<file path="src/rtl/exu_longpwbck_arb.sv">
// Long-pipe write-back arbiter: retires channels in OITF order through a one-entry output register.
// Optional stall watchdog enabled by defining LONGPWBCK_WDOG_EN.
module exu_longpwbck_arb #(
    parameter int unsigned NCH         = 2,
    parameter int unsigned XLEN        = 32,
    parameter int unsigned ITAG_WIDTH  = 2,
    parameter int unsigned RFIDX_WIDTH = 5,
    parameter int unsigned WDOG_LIMIT  = 255
) (
    input  logic                      clk,
    input  logic                      rst_n,
    input  logic [NCH-1:0]            ch_wbck_i_valid,
    output logic [NCH-1:0]            ch_wbck_i_ready,
    input  logic [NCH*XLEN-1:0]       ch_wbck_i_wdat,
    input  logic [NCH*ITAG_WIDTH-1:0] ch_wbck_i_itag,
    output logic                      longp_wbck_o_valid,
    input  logic                      longp_wbck_o_ready,
    output logic [XLEN-1:0]           longp_wbck_o_data,
    output logic [RFIDX_WIDTH-1:0]    longp_wbck_o_rdidx,
    input  logic                      oitf_empty,
    input  logic [ITAG_WIDTH-1:0]     oitf_ret_ptr,
    input  logic                      oitf_ret_rdwen,
    input  logic [RFIDX_WIDTH-1:0]    oitf_ret_rdidx,
    output logic                      oitf_ret_ena,
    output logic                      wbck_pend_valid,
    output logic [RFIDX_WIDTH-1:0]    wbck_pend_rdidx,
    output logic                      longp_multi_hit,
    output logic                      longp_wdog_err
);

    logic [NCH-1:0]         hit;
    logic [NCH-1:0]         sel_oh;
    logic [XLEN-1:0]        sel_data;
    logic                   any_hit;
    logic                   multi;
    logic                   can_acc;
    logic                   ret;
    logic                   load;

    logic                   o_valid_q, o_valid_d;
    logic [XLEN-1:0]        o_data_q, o_data_d;
    logic [RFIDX_WIDTH-1:0] o_rdidx_q, o_rdidx_d;
    logic                   multi_q, multi_d;

    always_comb begin
        hit = '0;
        for (int i = 0; i < NCH; i++) begin
            hit[i] = ch_wbck_i_valid[i] & ~oitf_empty
                   & (ch_wbck_i_itag[i*ITAG_WIDTH +: ITAG_WIDTH] == oitf_ret_ptr);
        end
    end

    // Lowest set bit isolates the winner; any remaining bit means a second hit.
    assign sel_oh  = hit & ~(hit - NCH'(1));
    assign multi   = |(hit & (hit - NCH'(1)));
    assign any_hit = |hit;

    always_comb begin
        sel_data = '0;
        for (int i = 0; i < NCH; i++) begin
            if (sel_oh[i]) begin
                sel_data = ch_wbck_i_wdat[i*XLEN +: XLEN];
            end
        end
    end

    assign can_acc = ~o_valid_q | longp_wbck_o_ready;
    // Ops without a destination retire even while the output register is stalled.
    assign ret     = any_hit & (~oitf_ret_rdwen | can_acc);
    assign load    = ret & oitf_ret_rdwen;

    assign oitf_ret_ena    = ret;
    assign ch_wbck_i_ready = ret ? sel_oh : '0;

    always_comb begin
        o_valid_d = o_valid_q;
        o_data_d  = o_data_q;
        o_rdidx_d = o_rdidx_q;
        multi_d   = multi_q | multi;
        if (load) begin
            o_valid_d = 1'b1;
            o_data_d  = sel_data;
            o_rdidx_d = oitf_ret_rdidx;
        end else if (longp_wbck_o_ready) begin
            o_valid_d = 1'b0;
        end
    end

    always_ff @(posedge clk or negedge rst_n) begin
        if (!rst_n) begin
            o_valid_q <= 1'b0;
            o_data_q  <= '0;
            o_rdidx_q <= '0;
            multi_q   <= 1'b0;
        end else begin
            o_valid_q <= o_valid_d;
            o_data_q  <= o_data_d;
            o_rdidx_q <= o_rdidx_d;
            multi_q   <= multi_d;
        end
    end

    assign longp_wbck_o_valid = o_valid_q;
    assign longp_wbck_o_data  = o_data_q;
    assign longp_wbck_o_rdidx = o_rdidx_q;
    assign wbck_pend_valid    = o_valid_q;
    assign wbck_pend_rdidx    = o_rdidx_q;
    assign longp_multi_hit    = multi_q;

`ifdef LONGPWBCK_WDOG_EN
    localparam int unsigned WdogRaw = $clog2(WDOG_LIMIT + 1);
    localparam int unsigned WdogW   = (WdogRaw < 8) ? 8 : ((WdogRaw > 16) ? 16 : WdogRaw);
    localparam logic [WdogW-1:0] WdogLimit = WdogW'(WDOG_LIMIT);

    logic [WdogW-1:0] wdog_cnt_q, wdog_cnt_d;
    logic             wdog_err_q, wdog_err_d;

    always_comb begin
        wdog_cnt_d = wdog_cnt_q;
        wdog_err_d = wdog_err_q;
        if (oitf_empty | ret) begin
            wdog_cnt_d = '0;
        end else begin
            if (wdog_cnt_q != WdogLimit) begin
                wdog_cnt_d = wdog_cnt_q + WdogW'(1);
            end
            if (wdog_cnt_d == WdogLimit) begin
                wdog_err_d = 1'b1;
            end
        end
    end

    always_ff @(posedge clk or negedge rst_n) begin
        if (!rst_n) begin
            wdog_cnt_q <= '0;
            wdog_err_q <= 1'b0;
        end else begin
            wdog_cnt_q <= wdog_cnt_d;
            wdog_err_q <= wdog_err_d;
        end
    end

    assign longp_wdog_err = wdog_err_q;
`else
    logic unused_wdog_limit;
    assign unused_wdog_limit = ^WDOG_LIMIT;
    assign longp_wdog_err    = 1'b0;
`endif

endmodule

</file>
<file path="config.mk">
export PLATFORM = sky130hd
export DESIGN_NAME = exu_longpwbck_arb
export DESIGN_NICKNAME = d
export VERILOG_FILES = /design/src/rtl/exu_longpwbck_arb.sv
export SDC_FILE = /design/constraint.sdc
export NUM_CORES = 1
export LEC_CHECK = 0
export ABC_AREA = 1
export ABC_CLOCK_PERIOD_IN_PS = 2900
export CAP_MARGIN = 5
export CORE_ASPECT_RATIO = 1.25
export CORE_MARGIN = 2
export CORE_UTILIZATION = 35
export DETAILED_ROUTE_END_ITERATION = 7
export GPL_ROUTABILITY_DRIVEN = 0
export PLACE_DENSITY = 0.73
export SLEW_MARGIN = 5
export SYNTH_ARGS = -nofsm -noshare
export SYNTH_HDL_FRONTEND = slang
export SYNTH_SLANG_ARGS = --single-unit
export TNS_END_PERCENT = 10
</file>
<file path="constraint.sdc">
create_clock -name clk -period 2.9 [get_ports clk]
set_input_delay 0.58 -clock clk [delete_from_list [all_inputs] [get_ports clk]]
set_output_delay 0.58 -clock clk [all_outputs]
set_load 0.005 [all_outputs]
</file>
==> qor.yml, run 1 <==
outcome: "complete, no violations"
rsz0062_at_grt: "false"
syn_avg_cell_area_sq_um: 6.99
via_count: 2279
fin_area_sq_mm: 0.00352
cts_inserted_buffers: 5
p_int_mw: 1.12
crit_family: "buffers and inverters"
p_switching_uw: 384
hpwl_mm: 4.39
h-tree-depth: 2
power_frac_seq: 0.434
critPathArrivalTime_ps: 2130
final.min_clock_period_ps: 2710
cp-end-kind: "output pin"
critPathKind: "in -> out"
start_util: 0.356
met2_usage: 0.316
antenna_found_initial: 0
fin_total_pwr_mw: 1.50
dp_slack_ps: 185
die_x_microns: 74.4
pwr-share-clk: 0.269
final_antenna_net_count: 0
stdcell_count: 513
grt_pass1_wl_mm: 9.83
fin_util: 0.578
clock_sinks: 39
worst_slew_pin_slew_ps: 862
multi_input_area_sq_um: 976
dp.cells: 505
final_nets: 509
synthCells: 310
peakVddDrop_mv: 0.245
viasPerCell: 4.44
top_usage_layer: "met2"
setup-tns-final_ps: 0
max_cap_viol_count: 0
max_stage_delay_ps: 520
drt-wirelength-per-cell_microns: 11.9
skew_ps: 7.59
crit_chain: "clkdlybuf4s50_1 > inv_2 > nand2_1 > inv_1 > nor2_1 > nand3_2 > nand2_1 > clkdlybuf4s50_1"
first_global_vias: 2135
clk_pin_slew_ps: 80
nFillCells: 604
grt.total_usage: 0.184
power_density_mw_per_mm2: 427
hold_class: "in -> async"
seqCellArea_sq_um: 976
pin_count: 131
slew_headroom: 0.425
holdWs_ps: 395
synth-seq-cells: 39
clk_path_buf_depth: 2
ctsHoldBuffers: 0
swShare: 0.256
row_count: 32
dieArea_sq_mm: 0.00684
setup_viol_count_final: 0
grt_max_degree: 40
synth_cell_type_count: 18
clock_latency_ps: 280
use_met1: 0.220
startpoint_type: "primary input"
drt-initial-drc-count: 89
grtUsageMet3: 0.0440
syn-num-nets: 392
cts_tree: "built"
routed_wirelength_mm: 6.10
p_comb_frac: 0.297
crit_fanout: 3
post_cts_buffers: 0
area_growth_pct: 62.5
drv_slew: 0
cellLeakagePower_nw: 1.79
fmax_ghz: 0.368
place_area_sq_mm: 0.00342
final_hold_viol_count: 0
die_h_microns: 92.0
cts_resized: 0
num_antenna_cells: 0
critPathBufInv: 4
placement.io_buffers: 129
cts-root-buf: "clkbuf_8"
fin_crit_sh: 0.936
synth_area_sq_mm: 0.00217
ys_seq_area_frac: 0.451
dr.pass1.iters: 6
fp.coreArea_sq_mm: 0.00609
worstPathRequired_ps: 2320
slowest_stage: "clkdlybuf4s50_1"
timing.final.ws_setup_ps: 186
ys_warn_count: 0
grt_remaining_overflow: 0
drc: 0
drive_gt1_frac: 0.0514
## routing by layer
metal,vias to the layer above,part of all wire
li1,1171,-
met1,1027,0.42
met2,75,0.50
met3,6,0.068
met4,0,0.015
met5,-,0
## cells in the final DEF (no fill, tap or decap), drive strengths merged
master / n
dfrtp: 39
nand3: 36
nor2: 5
o21ai: 1
inv: 11
a21o: 1
clkdlybuf4s50: 128
and3: 1
nand2: 189
clkinvlp: 1
a21oi: 3
clkbuf: 7
buf: 5
conb: 1
## power groups by stage
| stage | combinational (mW) | sequential, mW | clock (mW) |
|---|---|---|---|
| floorplan | 0.151 | 0.667 | 0 |
| global placement | 0.448 | 0.659 | 0 |
| detailed placement | 0.453 | 0.662 | 0 |
| CTS | 0.454 | 0.653 | 0.419 |
| global route | 0.492 | 0.661 | 0.441 |
| finish | 0.446 | 0.652 | 0.403 |
## sequential cells by signal, summed over array words and instances, names as in the netlist
register	flops
longp_wbck_o_data	32
longp_wbck_o_rdidx	5
longp_multi_hit	1
longp_wbck_o_valid	1
## kinds of logic after synthesis
kind of cell / after synthesis / synth area share
compound gates: 5 / 0.0196
buf+inv: 34 / 0.0988
flops: 39 / 0.451
other cells: 1 / 0.00173
simple gates: 231 / 0.429
## area by class of cell
class,count,share of cell area
clock inverter,1,0.00213
sequential,39,0.277
multi-input combinational,237,0.277
inverter,11,0.0117
clock buffer,7,0.0274
tap,85,0.0302
timing repair buffer,133,0.374
## final timing paths
kind	startpoint	end	slack, ps	depth (start not counted)
min	rst_n	longp_wbck_o_rdidx[1]$_DFFE_PN0P_	390	1
max reg2reg	longp_wbck_o_valid$_DFFE_PN0P_	longp_wbck_o_valid$_DFFE_PN0P_	1360	8
max in group asynchronous	rst_n	longp_wbck_o_data[19]$_DFFE_PN0P_	1950	1
max	oitf_ret_ptr[1]	oitf_ret_ena	190	8
min in group clk	longp_multi_hit$_DFF_PN0_	longp_multi_hit$_DFF_PN0_	460	1
min reg2reg	longp_multi_hit$_DFF_PN0_	longp_multi_hit$_DFF_PN0_	460	1
## synth_stat cells
cell type	number	share of area
a21o_1	1	0.0035
buf_4	8	0.028
nand3_2	2	0.0092
a21oi_1	1	0.0023
nor2_2	2	0.0058
nor2_1	3	0.0052
a21oi_2	1	0.0040
inv_1	8	0.014
a21oi_4	1	0.0075
buf_6	6	0.031
o21ai_0	1	0.0023
nand2_1	189	0.33
dfrtp_1	39	0.45
buf_2	9	0.021
nand3_1	34	0.079
and3_1	1	0.0029
inv_2	3	0.0052
conb_1	1	0.0017
## worst reg2reg max path, cell delays in order, from the launching register on
cell     delay, ps
dfrtp_1        380
inv_1           60
nor2_1          80
nand2_1        110
nand3_2        140
nand2_1         80
nand2_1         60
buf_4          340
o21ai_0        150
No activity file was read; power rests on OpenSTA's default activity.
==> inputs of run 2 (changes only) <==
- CTS_BUF_LIST: not set -> sky130_fd_sc_hd__clkbuf_16
- DONT_BUFFER_PORTS: not set -> 1
- PLACE_DENSITY: 0.73 -> 0.46
==> run 2 against run 1 <==
  * First-iteration DRC count decreased by 28%
  * Setup slack better by 680 ps
  * Die area unchanged
  * Critical path type unchanged
  * Critical path depth down 3
  * Clock power up 29%
  * Sequential cell count stayed put
  * Highest routed layer unchanged
  * Total power shrank 11%
  * Routed wire length is 13% lower
  * Clock skew decreased by 4.5 ps
  * Utilization fell by 20 points
  * Largest power group unchanged
  * Non-clock buffer count down 127
  * Fmax is 34% higher
==> qor.yml, run 2 (synthesized netlist as in run 1, its figures left out) <==
crit_family: "simple AND/OR/NAND/NOR gates"
drc: 0  # unchanged
startpoint_type: "primary input"
clk_path_buf_depth: 2  # unchanged
crit_chain: "inv_1 > nand2_1 > a21oi_2 > nand2_1 > and3_1"
cts_tree: "built"
power_frac_seq: 0.504  # +0.070
p_switching_uw: 364  # -5.3%
start_util: 0.356  # unchanged
grt_pass1_wl_mm: 8.22  # -16%
slew_headroom: 0.627  # +0.202
seqCellArea_sq_um: 976  # unchanged
outcome: "complete, no violations"
cellLeakagePower_nw: 1.35  # -25%
p_comb_frac: 0.109  # -0.188
fin_area_sq_mm: 0.00229  # -35%
drt-wirelength-per-cell_microns: 13.8  # +16%
cts_resized: 0  # unchanged
antenna_found_initial: 0  # unchanged
place_area_sq_mm: 0.00214  # -37%
swShare: 0.272  # +0.0154
final_antenna_net_count: 0  # unchanged
dr.pass1.iters: 4  # -2
power_density_mw_per_mm2: 584  # +37%
r2r_start: "longp_wbck_o_valid$_DFFE_PN0P_"
die_x_microns: 74.4  # unchanged
drive_gt1_frac: 0.0698  # +0.0184
area_growth_pct: 5.95
die_h_microns: 92.0  # unchanged
clock_sinks: 39  # unchanged
fmax_ghz: 0.493  # +34%
grt.total_usage: 0.156  # -0.0285
max_stage_delay_ps: 310  # -210 ps
grt_max_degree: 40  # unchanged
drt-initial-drc-count: 64  # -28%
setup_viol_count_final: 0  # unchanged
largest_reg_flops: 32  # unchanged
dieArea_sq_mm: 0.00684  # unchanged
critPathKind: "in -> out"
p_int_uw: 977  # -13%
skew_ps: 3.07  # -4.53 ps
final_nets: 382  # -25%
h-tree-depth: 2  # unchanged
hpwl_mm: 3.68  # -16%
critPathBufInv: 1  # -3
fp.coreArea_sq_mm: 0.00609  # unchanged
row_count: 32  # unchanged
clock_latency_ps: 280  # about the same
worst_slew_pin_slew_ps: 558  # -304 ps
fin_crit_sh: 0.700  # -0.236
pwr-share-clk: 0.387  # +0.118
slowest_stage: "nand2_1"
max_cap_viol_count: 0  # unchanged
num_antenna_cells: 0  # unchanged
cp-end-kind: "output pin"
drv_slew: 0  # unchanged
first_global_vias: 1658  # -22%
worstPathRequired_ps: 2320  # about the same
placement.io_buffers: 0  # -100%
crit_fanout: 14  # +11
fin_total_pwr_mw: 1.34  # -11%
pin_count: 131  # unchanged
crit_top_cell: "nand2_1"
setup-tns-final_ps: 0  # unchanged
cts-root-buf: "clkbuf_16"
multi_input_area_sq_um: 976  # unchanged
clk_pin_slew_ps: 60  # -20 ps
viasPerCell: 4.76  # +7.2%
holdWs_ps: 142  # -253 ps
final.min_clock_period_ps: 2030  # -684 ps
startpoint: "oitf_empty"
cts_inserted_buffers: 5  # unchanged
final_hold_viol_count: 0  # unchanged
routed_wirelength_mm: 5.32  # -13%
grt_remaining_overflow: 0  # unchanged
layout_commonest_cell: "nand2_1"
via_count: 1838  # -19%
critPathArrivalTime_ps: 1450  # -680 ps
fin_util: 0.377  # -0.201
hold_class: "in -> async"
nFillCells: 703  # +16%
rsz0062_at_grt: "false"
peakVddDrop_mv: 0.202  # -18%
final_cell_mix: "nand2_1, dfrtp_1, nand3_1"
==> run 2: final cells by class <==
type                            instances  share of cell area
Multi-Input combinational cell        237               0.425
Clock buffer                            5              0.0545
Inverter                               11              0.0180
Sequential cell                        39               0.425
Clock inverter                          3             0.00545
Tap cell                               85              0.0463
Timing Repair Buffer                    6              0.0251
==> run 2: routing by layer <==
layer  wire length [microns]  global-route usage
met1                    2250               0.197
met2                    2540               0.251
met3                     458              0.0462
met4                      73              0.0491
met5                       0                   0
==> run 2: worst reg2reg max path, cell delays in order, from the launching register on <==
cell and delay [ps]:
dfrtp_1 420, inv_1 80, nor2_1 40, nand2_1 110
nand3_2 140, a21oi_4 400, buf_4 340, nand2_1 110
nand2_1 60
==> run 2: final timing paths <==
path	to	slack (ps)	depth (start not counted)
min in group clk	longp_wbck_o_valid$_DFFE_PN0P_	410	1
max in group asynchronous	longp_wbck_o_data[2]$_DFFE_PN0P_	2550	1
min reg2reg	longp_multi_hit$_DFF_PN0_	480	1
max reg2reg	longp_wbck_o_data[4]$_DFFE_PN0P_	1150	8
max	ch_wbck_i_ready[1]	870	5
min	longp_wbck_o_data[26]$_DFFE_PN0P_	140	1
==> run 2: power groups by stage <==
stage	Sequential, mW	Combinational, mW	Clock, mW
4_1_cts	0.679	0.150	0.536
5_1_grt	0.688	0.174	0.564
2_1_floorplan	0.667	0.151	0
3_5_place_dp	0.687	0.135	0
6_report	0.676	0.146	0.519
3_3_place_gp	0.689	0.131	0
==> run 2: stage by stage <==
| stage | instances | setup WS [ps] |
|---|---|---|
| 2_1_floorplan | 310 | 1000 |
| 3_3_place_gp | 377 | 811 |
| 3_5_place_dp | 377 | 768 |
| 5_1_grt | 386 | 782 |
| 4_1_cts | 386 | 845 |
| 6_report | 386 | 870 |
==> run 2: timing repair <==
item,CTS,global route
setup buffers,0,0
endpoints found under the hold margin,39,0
hold buffers,1,0
==> inputs of run 3 (changes only) <==
- ABC_CLOCK_PERIOD_IN_PS: 2900 -> 2100
- clock period: 2.9 -> 2.1 ns (I/O delays scaled with it)
==> run 3 against run 2 <==
  * Utilization rose by 0.41 points
  * Clock power rose by 37%
  * Worst hold slack better by 100 ps
  * First-iteration DRC count is 11% higher
  * Clock skew increased by 2.2 ps
  * Sequential cell count did not move
  * Die area stayed put
  * Via count decreased by 1.0%
  * Critical endpoint is now oitf_ret_ena
  * Largest power group unchanged
==> qor.yml, run 3 (synthesized netlist as in run 1, its figures left out) <==
outcome: "complete, no violations"
drv_slew: 0  # unchanged
die_h_microns: 92.0  # unchanged
pin_count: 131  # unchanged
via_count: 1819  # -1.0%
clock_sinks: 39  # unchanged
p_switching_uw: 496  # +36%
final_cell_mix: "nand2_1, dfrtp_1, nand3_1"
final.min_clock_period_ps: 1610
area_growth_pct: 7.11
fmax_ghz: 0.622
critPathArrivalTime_ps: 1190  # -260 ps
grt_remaining_overflow: 0  # unchanged
worst_slew_pin_slew_ps: 564  # +6.11 ps
dieArea_sq_mm: 0.00684  # unchanged
post_cts_buffers: 0  # unchanged
viasPerCell: 4.68  # -1.8%
fp.coreArea_sq_mm: 0.00609  # unchanged
fin_area_sq_mm: 0.00232  # +1.1%
die_x_microns: 74.4  # unchanged
largest_reg_flops: 32  # unchanged
critPathKind: "reg -> out"
grtUsageMet3: 0.0571  # +0.0110
antenna_found_initial: 0  # unchanged
grt_pass1_wl_mm: 8.23  # about the same
setup-tns-final_ps: 0  # unchanged
top_usage_layer: "met2"
max_cap_viol_count: 0  # unchanged
clock_latency_ps: 280  # about the same
grt_max_degree: 40  # unchanged
drt-initial-drc-count: 71  # +11%
rsz0062_at_grt: "false"
worstPathRequired_ps: 1680  # -640 ps
peakVddDrop_mv: 0.325  # +60%
layout_commonest_cell: "nand2_1"
h-tree-depth: 2  # unchanged
hold_class: "in -> reg"
met2_usage: 0.254  # +0.00221
fin_crit_sh: 0.766
ff2ff_setup_slack_ps: 640  # -510 ps
setup_viol_count_final: 0  # unchanged
slew_headroom: 0.623  # -0.00408
place_area_sq_mm: 0.00215  # +0.70%
pwr-share-clk: 0.384  # -0.003
final_hold_viol_count: 0  # unchanged
swShare: 0.269  # -0.00292
startpoint_type: "flop"
cts_tree: "built"
skew_ps: 5.29  # +2.22 ps
p_comb_frac: 0.110  # about the same
dr.pass1.iters: 4  # unchanged
power_density_mw_per_mm2: 797  # +36%
placement.io_buffers: 0  # unchanged
fin_total_pwr_mw: 1.85  # +38%
drt-wirelength-per-cell_microns: 13.3  # -3.3%
first_global_vias: 1713  # +3.3%
ctsHoldBuffers: 2  # +1
hpwl_mm: 3.58  # -2.8%
clk_path_buf_depth: 2  # unchanged
cp-end-kind: "output pin"
cts_resized: 0  # unchanged
num_antenna_cells: 0  # unchanged
cts-root-buf: "clkbuf_16"
cellLeakagePower_nw: 1.36  # +1.1%
drive_gt1_frac: 0.0757  # +0.00589
final_nets: 385  # +0.79%
power_frac_seq: 0.506  # +0.002
drc: 0  # unchanged
start_util: 0.356  # unchanged
p_int_mw: 1.35  # +38%
routed_wirelength_mm: 5.19  # -2.5%
row_count: 32  # unchanged
crit_fanout: 3  # -11
fin_util: 0.381  # +0.00411
final_antenna_net_count: 0  # unchanged
use_met1: 0.188  # -0.00987
cts_inserted_buffers: 5  # unchanged
clk_pin_slew_ps: 50  # about the same
grt.total_usage: 0.156  # -0.000257
==> run 3: area by class of cell <==
type                            count  area [sq um]
Fill cell                         667          3770
Sequential cell                    39           976
Multi-Input combinational cell    237           976
Clock buffer                        5           125
Tap cell                           85           106
Timing Repair Buffer                9          82.6
Inverter                           11          41.3
Clock inverter                      3          12.5
==> run 3: per-layer routing <==
| metal | share of wire | up-vias |
|---|---|---|
| li1 | - | 926 |
| met1 | 0.43 | 814 |
| met2 | 0.46 | 75 |
| met3 | 0.099 | 4 |
| met4 | 0.011 | 0 |
| met5 | 0 | - |
==> run 3: power groups by stage <==
stage          logic, mW  registers (mW)  clock network [mW]
6_report           0.204           0.935               0.709
5_1_grt            0.245           0.952               0.759
4_1_cts            0.210           0.939               0.729
3_5_place_dp       0.188           0.950                   0
3_3_place_gp       0.184           0.952                   0
2_1_floorplan      0.209           0.921                   0
==> run 3: stage by stage <==
stage               hold slack [ps]  instances  setup slack [ps]
global placement                125        379               498
detailed placement              125        379               455
global route                    254        389               378
finish                          247        389               491
CTS                             242        389               472
floorplan                       124        310               521
==> run 3: worst max-delay path, stage by stage (launching register included) <==
cell and delay [ps]:
dfrtp_1 420, inv_1 80, nor2_1 40, nand2_1 110, nand3_2 140, nand2_1 120
==> run 3: worst paths after layout <==
path,cells after the start,startpoint,endpoint
max in group asynchronous,2,rst_n,longp_wbck_o_rdidx[4]$_DFFE_PN0P_
worst max register to register,8,longp_wbck_o_valid$_DFFE_PN0P_,longp_wbck_o_valid$_DFFE_PN0P_
worst max-delay path,5,longp_wbck_o_valid$_DFFE_PN0P_,oitf_ret_ena
worst min-delay path,1,longp_wbck_o_ready,longp_wbck_o_valid$_DFFE_PN0P_
min in group asynchronous,2,rst_n,longp_wbck_o_data[28]$_DFFE_PN0P_
worst min register to register,1,longp_multi_hit$_DFF_PN0_,longp_multi_hit$_DFF_PN0_
